[src/rtl/grid_clb_pkg.sv]
// -----------------------------------------------------------------------------
// grid_clb_pkg
// Shared definitions for the parametrised logic tile (grid_clb_param) and its
// basic logic element (clb_ble).
//
// Per-BLE configuration field layout, LSB first:
//   [2**K-1:0]      truth table, indexed by the BLE input vector
//   2**K + 0        out_sel (0 = LUT output, 1 = flip-flop)
//   2**K + 1        d_sel   (0 = LUT output, 1 = chain input)
//   2**K + 2        init    (reset value of the ff, only with CLB_FF_INIT_EN)
//
// Optional build macro: CLB_FF_INIT_EN adds the per-BLE init bit.
// -----------------------------------------------------------------------------
package grid_clb_pkg;

  // Truth table starts at bit 0 of every BLE field.
  localparam int LUT_LO = 0;

  // Mode-bit offsets, counted from the first bit above the truth table.
  localparam int OUT_SEL_BIT = 0;
  localparam int D_SEL_BIT   = 1;
`ifdef CLB_FF_INIT_EN
  localparam int INIT_BIT    = 2;
  localparam int MODE_BITS   = 3;
`else
  localparam int MODE_BITS   = 2;
`endif

  // Configuration bits per BLE for a K-input LUT.
  function automatic int ble_cfg_w(input int k);
    return (1 << k) + MODE_BITS;
  endfunction

endpackage

[src/rtl/clb_ble.sv]
// -----------------------------------------------------------------------------
// clb_ble
// One basic logic element: a LUT_K-input LUT, a d_sel mux in front of the ff,
// and an out_sel mux choosing the combinational or registered result.
//
// Ports:
//   clk, reset  clock and synchronous active-high reset
//   cfg         this BLE's configuration field (see grid_clb_pkg)
//   lut_in      LUT input vector, bit 0 is the truth-table index LSB
//   chain_in    register-chain input (previous BLE's ff or clb_regin)
//   scan_in     scan-chain input (previous BLE's ff or clb_sc_in)
//   test_en     scan shift has priority over normal operation
//   hold        freezes the ff while configuration is shifting
//   ble_o       selected BLE output
//   ff_q        flip-flop state, feeds the next BLE's chain and scan inputs
// -----------------------------------------------------------------------------
module clb_ble
  import grid_clb_pkg::*;
#(
  parameter int LUT_K = 4,
  parameter int BW    = ble_cfg_w(LUT_K)
) (
  input  logic             clk,
  input  logic             reset,
  input  logic [BW-1:0]    cfg,
  input  logic [LUT_K-1:0] lut_in,
  input  logic             chain_in,
  input  logic             scan_in,
  input  logic             test_en,
  input  logic             hold,
  output logic             ble_o,
  output logic             ff_q
);

  localparam int TT = 1 << LUT_K;

  logic [TT-1:0] truth;
  logic          lut_o;
  logic          out_sel;
  logic          d_sel;
  logic          init_val;

  assign truth   = cfg[LUT_LO +: TT];
  assign lut_o   = truth[lut_in];
  assign out_sel = cfg[TT + OUT_SEL_BIT];
  assign d_sel   = cfg[TT + D_SEL_BIT];
`ifdef CLB_FF_INIT_EN
  assign init_val = cfg[TT + INIT_BIT];
`else
  assign init_val = 1'b0;
`endif

  // Priority: reset, then scan shift, then hold during programming, then load.
  // NOTE: sequential state uses non-blocking assignments so every ff in the
  // chain samples its neighbour's pre-edge value.
  always_ff @(posedge clk) begin
    if (reset) begin
      ff_q <= init_val;
    end else if (test_en) begin
      ff_q <= scan_in;
    end else if (!hold) begin
      ff_q <= d_sel ? chain_in : lut_o;
    end
  end

  assign ble_o = out_sel ? ff_q : lut_o;

endmodule

[src/rtl/grid_clb_param.sv]
// -----------------------------------------------------------------------------
// grid_clb_param
// Parametrised logic tile: NUM_BLE basic logic elements fed by a serial
// configuration chain, with the BLE flip-flops also forming a register chain
// and a scan chain.
//
// Parameters: NUM_BLE (BLEs / outputs), LUT_K (LUT inputs per BLE).
// Derived:    BLE_CFG_W (bits per BLE), CFG_BITS (total chain length).
// Optional build macro: CLB_FF_INIT_EN (per-BLE reset value from config).
//
// Ports:
//   clk, reset   clock and synchronous active-high reset
//   Test_en      scan mode
//   prog_en      configuration shift enable
//   ccff_head    configuration serial in
//   ccff_tail    configuration serial out (registered, CFG_BITS cycles)
//   clb_I        BLE inputs, BLE i uses clb_I[i*LUT_K +: LUT_K]
//   clb_regin    register-chain input into BLE0
//   clb_regout   register-chain output, ff of the last BLE
//   clb_sc_in    scan in
//   clb_sc_out   scan out, ff of the last BLE
//   clb_O        BLE outputs
// -----------------------------------------------------------------------------
module grid_clb_param
  import grid_clb_pkg::*;
#(
  parameter int NUM_BLE = 8,
  parameter int LUT_K   = 4
) (
  input  logic                     clk,
  input  logic                     reset,
  input  logic                     Test_en,
  input  logic                     prog_en,
  input  logic                     ccff_head,
  output logic                     ccff_tail,
  input  logic [NUM_BLE*LUT_K-1:0] clb_I,
  input  logic                     clb_regin,
  output logic                     clb_regout,
  input  logic                     clb_sc_in,
  output logic                     clb_sc_out,
  output logic [NUM_BLE-1:0]       clb_O
);

  localparam int BLE_CFG_W = ble_cfg_w(LUT_K);
  localparam int CFG_BITS  = NUM_BLE * BLE_CFG_W;

  logic [CFG_BITS-1:0] cfg;
  logic [NUM_BLE-1:0]  ff_q;
  logic [NUM_BLE-1:0]  chain_vec;
  logic [NUM_BLE-1:0]  scan_vec;

  // NOTE: the configuration store has no reset term on purpose; a reset only
  // pauses the shift so a partially loaded bitstream survives it.
  always_ff @(posedge clk) begin
    if (!reset && prog_en) begin
      cfg <= {cfg[CFG_BITS-2:0], ccff_head};
    end
  end

  assign ccff_tail = cfg[CFG_BITS-1];

  // Element i of each vector is the chain / scan input of BLE i.
  assign chain_vec = {ff_q[NUM_BLE-2:0], clb_regin};
  assign scan_vec  = {ff_q[NUM_BLE-2:0], clb_sc_in};

  for (genvar i = 0; i < NUM_BLE; i++) begin : g_ble
    clb_ble #(
      .LUT_K (LUT_K),
      .BW    (BLE_CFG_W)
    ) u_ble (
      .clk      (clk),
      .reset    (reset),
      .cfg      (cfg[i*BLE_CFG_W +: BLE_CFG_W]),
      .lut_in   (clb_I[i*LUT_K +: LUT_K]),
      .chain_in (chain_vec[i]),
      .scan_in  (scan_vec[i]),
      .test_en  (Test_en),
      .hold     (prog_en),
      .ble_o    (clb_O[i]),
      .ff_q     (ff_q[i])
    );
  end

  assign clb_regout = ff_q[NUM_BLE-1];
  assign clb_sc_out = ff_q[NUM_BLE-1];

endmodule

[config.mk]
export PLATFORM = sky130hd
export DESIGN_NAME = grid_clb_param
export DESIGN_NICKNAME = d
export VERILOG_FILES = /design/src/rtl/grid_clb_pkg.sv /design/src/rtl/clb_ble.sv /design/src/rtl/grid_clb_param.sv
export SDC_FILE = /design/constraint.sdc
export NUM_CORES = 1
export LEC_CHECK = 0
export ABC_CLOCK_PERIOD_IN_PS = 9600
export BUFFER_PORTS_ARGS = -buffer_cell sky130_fd_sc_hd__buf_2
export CAP_MARGIN = 20
export CORE_MARGIN = 8
export CORE_UTILIZATION = 31
export DETAILED_ROUTE_END_ITERATION = 10
export PLACE_DENSITY_LB_ADDON = 0.15
export SETUP_SLACK_MARGIN = 0.02
export SYNTH_ARGS = -nofsm -noshare
export SYNTH_HDL_FRONTEND = slang
export SYNTH_SLANG_ARGS = --single-unit
[constraint.sdc]
create_clock -name clk -period 9.6 [get_ports clk]
set_input_delay 1.92 -clock clk [delete_from_list [all_inputs] [get_ports clk]]
set_output_delay 1.92 -clock clk [all_outputs]
set_load 0.01 [all_outputs]
==> impl_results.md <==
* Final setup vio count at 0
* Storage element area at roughly 4500 sq um
* Remaining Overflow, GRT at 0
* Internal reg-to-reg setup slack at roughly 8000 ps
* Worst R2R Start: cfg[4]
* Worst R2R End: g_ble[0].u_ble.ff_q
* Critical path type: in -> out
* CP endpoint kind: output port
* H-tree levels at 4
* CP Launch Point: clb_I[0]
* Slew @ Worst Pin at 989 ps
* Core Region at 19,300 sq um
* Status: completed
* GPL Wtd Cong at 0.785
* Total power at about 1.5 mW
* # placed instances at 624
* Yosys cell types at 29
* Clk Latency, worst-skew pair at 420 ps
* Slew margin rel. at 0.341
* Vias/cell at around 4.5
* Max-cap violations at 0
* Synthesized area at 6030 sq um
* EDFF count, synth at 144
* Wire length per cell at 16.9 um
* Final Skew at 5.39 ps
* RSZ-0062 raised after global routing: false
* ANT nets after route at 0
* Area Growth Syn to Fin at 17.1%
* Die Area at ~24,000 sq um
* Pin count of the biggest net entering global routing at 79
* Setup TNS at 0 ps
* Slew Limit Fails at 0
* Diodes inserted at 0
* Chip height at ~160 um
* Fin Hold WS at 443 ps
* DP Area at 6500 sq um
* # DRC at 0
* CTS Buffer Depth at 2
* Switching part of the total at 0.213
* Fraction of layout cells with a size suffix above 1 at 0.304
* Postcts setup bufs at 0
* Initial core utilization at 0.313
* Finished Cell Area at about 7100 sq um
* Synth Flop Type: edfxtp_1
* Nets at 417
* First-pass GRT wire length at 17.7 mm
* Syn Nets at ~370
* Worst Setup EP: clb_O[0]
* Vias in the first global route at roughly 3,200
* Die width at approximately 160 um
* Mean post-synth cell area at roughly 18 sq um
* Reg2reg path depth at 4
* F_max at between 0.15 and 0.2 GHz
* Final count of hold timing violations at 0
* Pleak at 2.41 nW
* CTS tree: yes
* Worst setup SP type: input pin
* Logic gate share of total power at 0.056
* Asr flop ratio synth at 0
* CTS sink cnt at approximately 150
* Peak supply drop at 0.000121 V
* Post-Syn Instances at 327
* Register area share after synthesis at 0.743
* Synth warn at 0
* Core Rows at 51
* Internal power at 1.17 mW
* CP Max Fanout at 6
* Multi-input gate area at 1380 sq um
* Total CTS buffers at 17
* Minimum clock period at 5250 ps
* Fillcell total at 1,844
* Initial DRC count at 207
* Yosys reg bits at 152
* Class of the worst hold path: reg -> reg
* Clk pwr share at 0.428
* Via count at 2,978
* Post-cts hold buffer count at 0
* Clk slew on worst S/H paths at about 60 ps
* Switching power at ~0.32 mW
* DRT Pass-1 Iters at 4
* Post-DP HPWL at approximately 7.5 mm
* Power per cell area at 211 nW/um^2
* Final period util at 0.547
* Root Buffer: clkbuf_16
* # resized after CTS at 0
* Seq pwr share at 0.516
* GRT Total Usage at 0.0973
* CP arrival at ~3300 ps
* Final cell count without fillers at around 660
* Worst path required time at ~7700 ps
* IO Pins at 50
* Port Buffer Count at 49
* Antenna violations before repair at 0
* Post-Route WL at about 11 mm
==> synth_stat cells (all sizes together) (5+ instances only) <==
| cell | n | share of area |
|---|---|---|
| mux2 | 23 | 0.044 |
| a211oi | 5 | 0.0062 |
| nand2 | 9 | 0.0056 |
| edfxtp | 144 | 0.72 |
| nand2b | 6 | 0.0062 |
| inv | 11 | 0.0068 |
| mux2i | 13 | 0.022 |
| nor2 | 22 | 0.014 |
| mux4 | 19 | 0.074 |
| o221ai | 14 | 0.020 |
| buf | 16 | 0.019 |
| a21oi | 14 | 0.012 |
| dfxtp | 8 | 0.027 |
==> critical path: stages <==
cell	delay [ps]
buf_2	180
mux4_1	570
nor2_1	120
o22ai_1	120
mux2_2	280
buf_2	140
==> per-layer routing <==
| layer | global-route usage | vias to the layer above | wire length [um] |
|---|---|---|---|
| li1 | - | 1410 | - |
| met1 | 0.127 | 1497 | 5320 |
| met2 | 0.140 | 56 | 5060 |
| met3 | 0.0330 | 15 | 492 |
| met4 | 0.0527 | 0 | 213 |
| met5 | 0 | - | 0 |
==> per-stage QoR <==
step                      utilization  setup slack, ps
after detailed placement        0.337             4310
after global placement          0.337             4290
final                           0.367             4350
after floorplan                     -              928
after global routing            0.367             4280
after CTS                       0.367             4310
==> how the worst min path moves through the flow <==
| stage | start | to | slack, ps | depth (start not counted) |
|---|---|---|---|---|
| after global placement | cfg[110] | cfg[111] | 430 | 0 |
| final | cfg[131] | cfg[132] | 440 | 0 |
| after global routing | cfg[131] | cfg[132] | 460 | 0 |
| after CTS | cfg[131] | cfg[132] | 440 | 0 |
| after detailed placement | cfg[92] | cfg[93] | 430 | 0 |
| after floorplan | cfg[9] | cfg[10] | 420 | 0 |
==> registers in the layout, summed over array words and instances, names as in the netlist <==
| register | count |
|---|---|
| g_ble.u_ble.ff_q | 8 |
| cfg | 144 |
==> kinds of logic after synthesis <==
kind of cell,share of synthesized area
and+or+nand+nor,0.0319
muxes,0.139
buffers and inverters,0.0284
AOI/OAI and AO/OA,0.0570
DFF,0.743
==> cell type report <==
| cell class | instances | share of cell area |
|---|---|---|
| Tap cell | 265 | 0.0469 |
| Clock inverter | 13 | 0.0186 |
| Multi-Input combinational cell | 145 | 0.196 |
| Inverter | 11 | 0.00584 |
| Clock buffer | 19 | 0.0613 |
| Timing Repair Buffer | 51 | 0.0368 |
| Sequential cell | 152 | 0.635 |
==> cells in the final DEF (no fill, tap or decap) <==
master	count
mux2_2	22
clkinv_1	1
inv_1	11
clkinvlp_4	4
o22a_1	1
bufinv_16	2
clkinv_4	2
o221ai_1	14
edfxtp_1	144
clkbuf_1	2
a21oi_1	14
or2_2	1
o32a_1	4
mux4_2	14
nor2_4	1
buf_2	49
o21bai_1	4
buf_4	2
mux2i_1	13
mux4_1	5
o21ai_0	2
o31a_1	1
a221o_1	1
clkbuf_16	17
mux2_4	1
dfxtp_1	8
nor2_1	21
o22ai_1	1
a211oi_1	5
nand2b_1	6
nor2b_1	4
nand2_1	9
or2b_1	1
clkinv_2	4
==> power groups by stage <==
stage               clock (mW)  sequential, mW  combinational (mW)
floorplan                    0           0.781              0.0624
global placement             0           0.783              0.0848
detailed placement           0           0.783              0.0858
CTS                      0.658           0.770              0.0858
global route             0.681           0.773              0.0921
finish                   0.639           0.769              0.0837
Power figures use the tool's default switching activity.
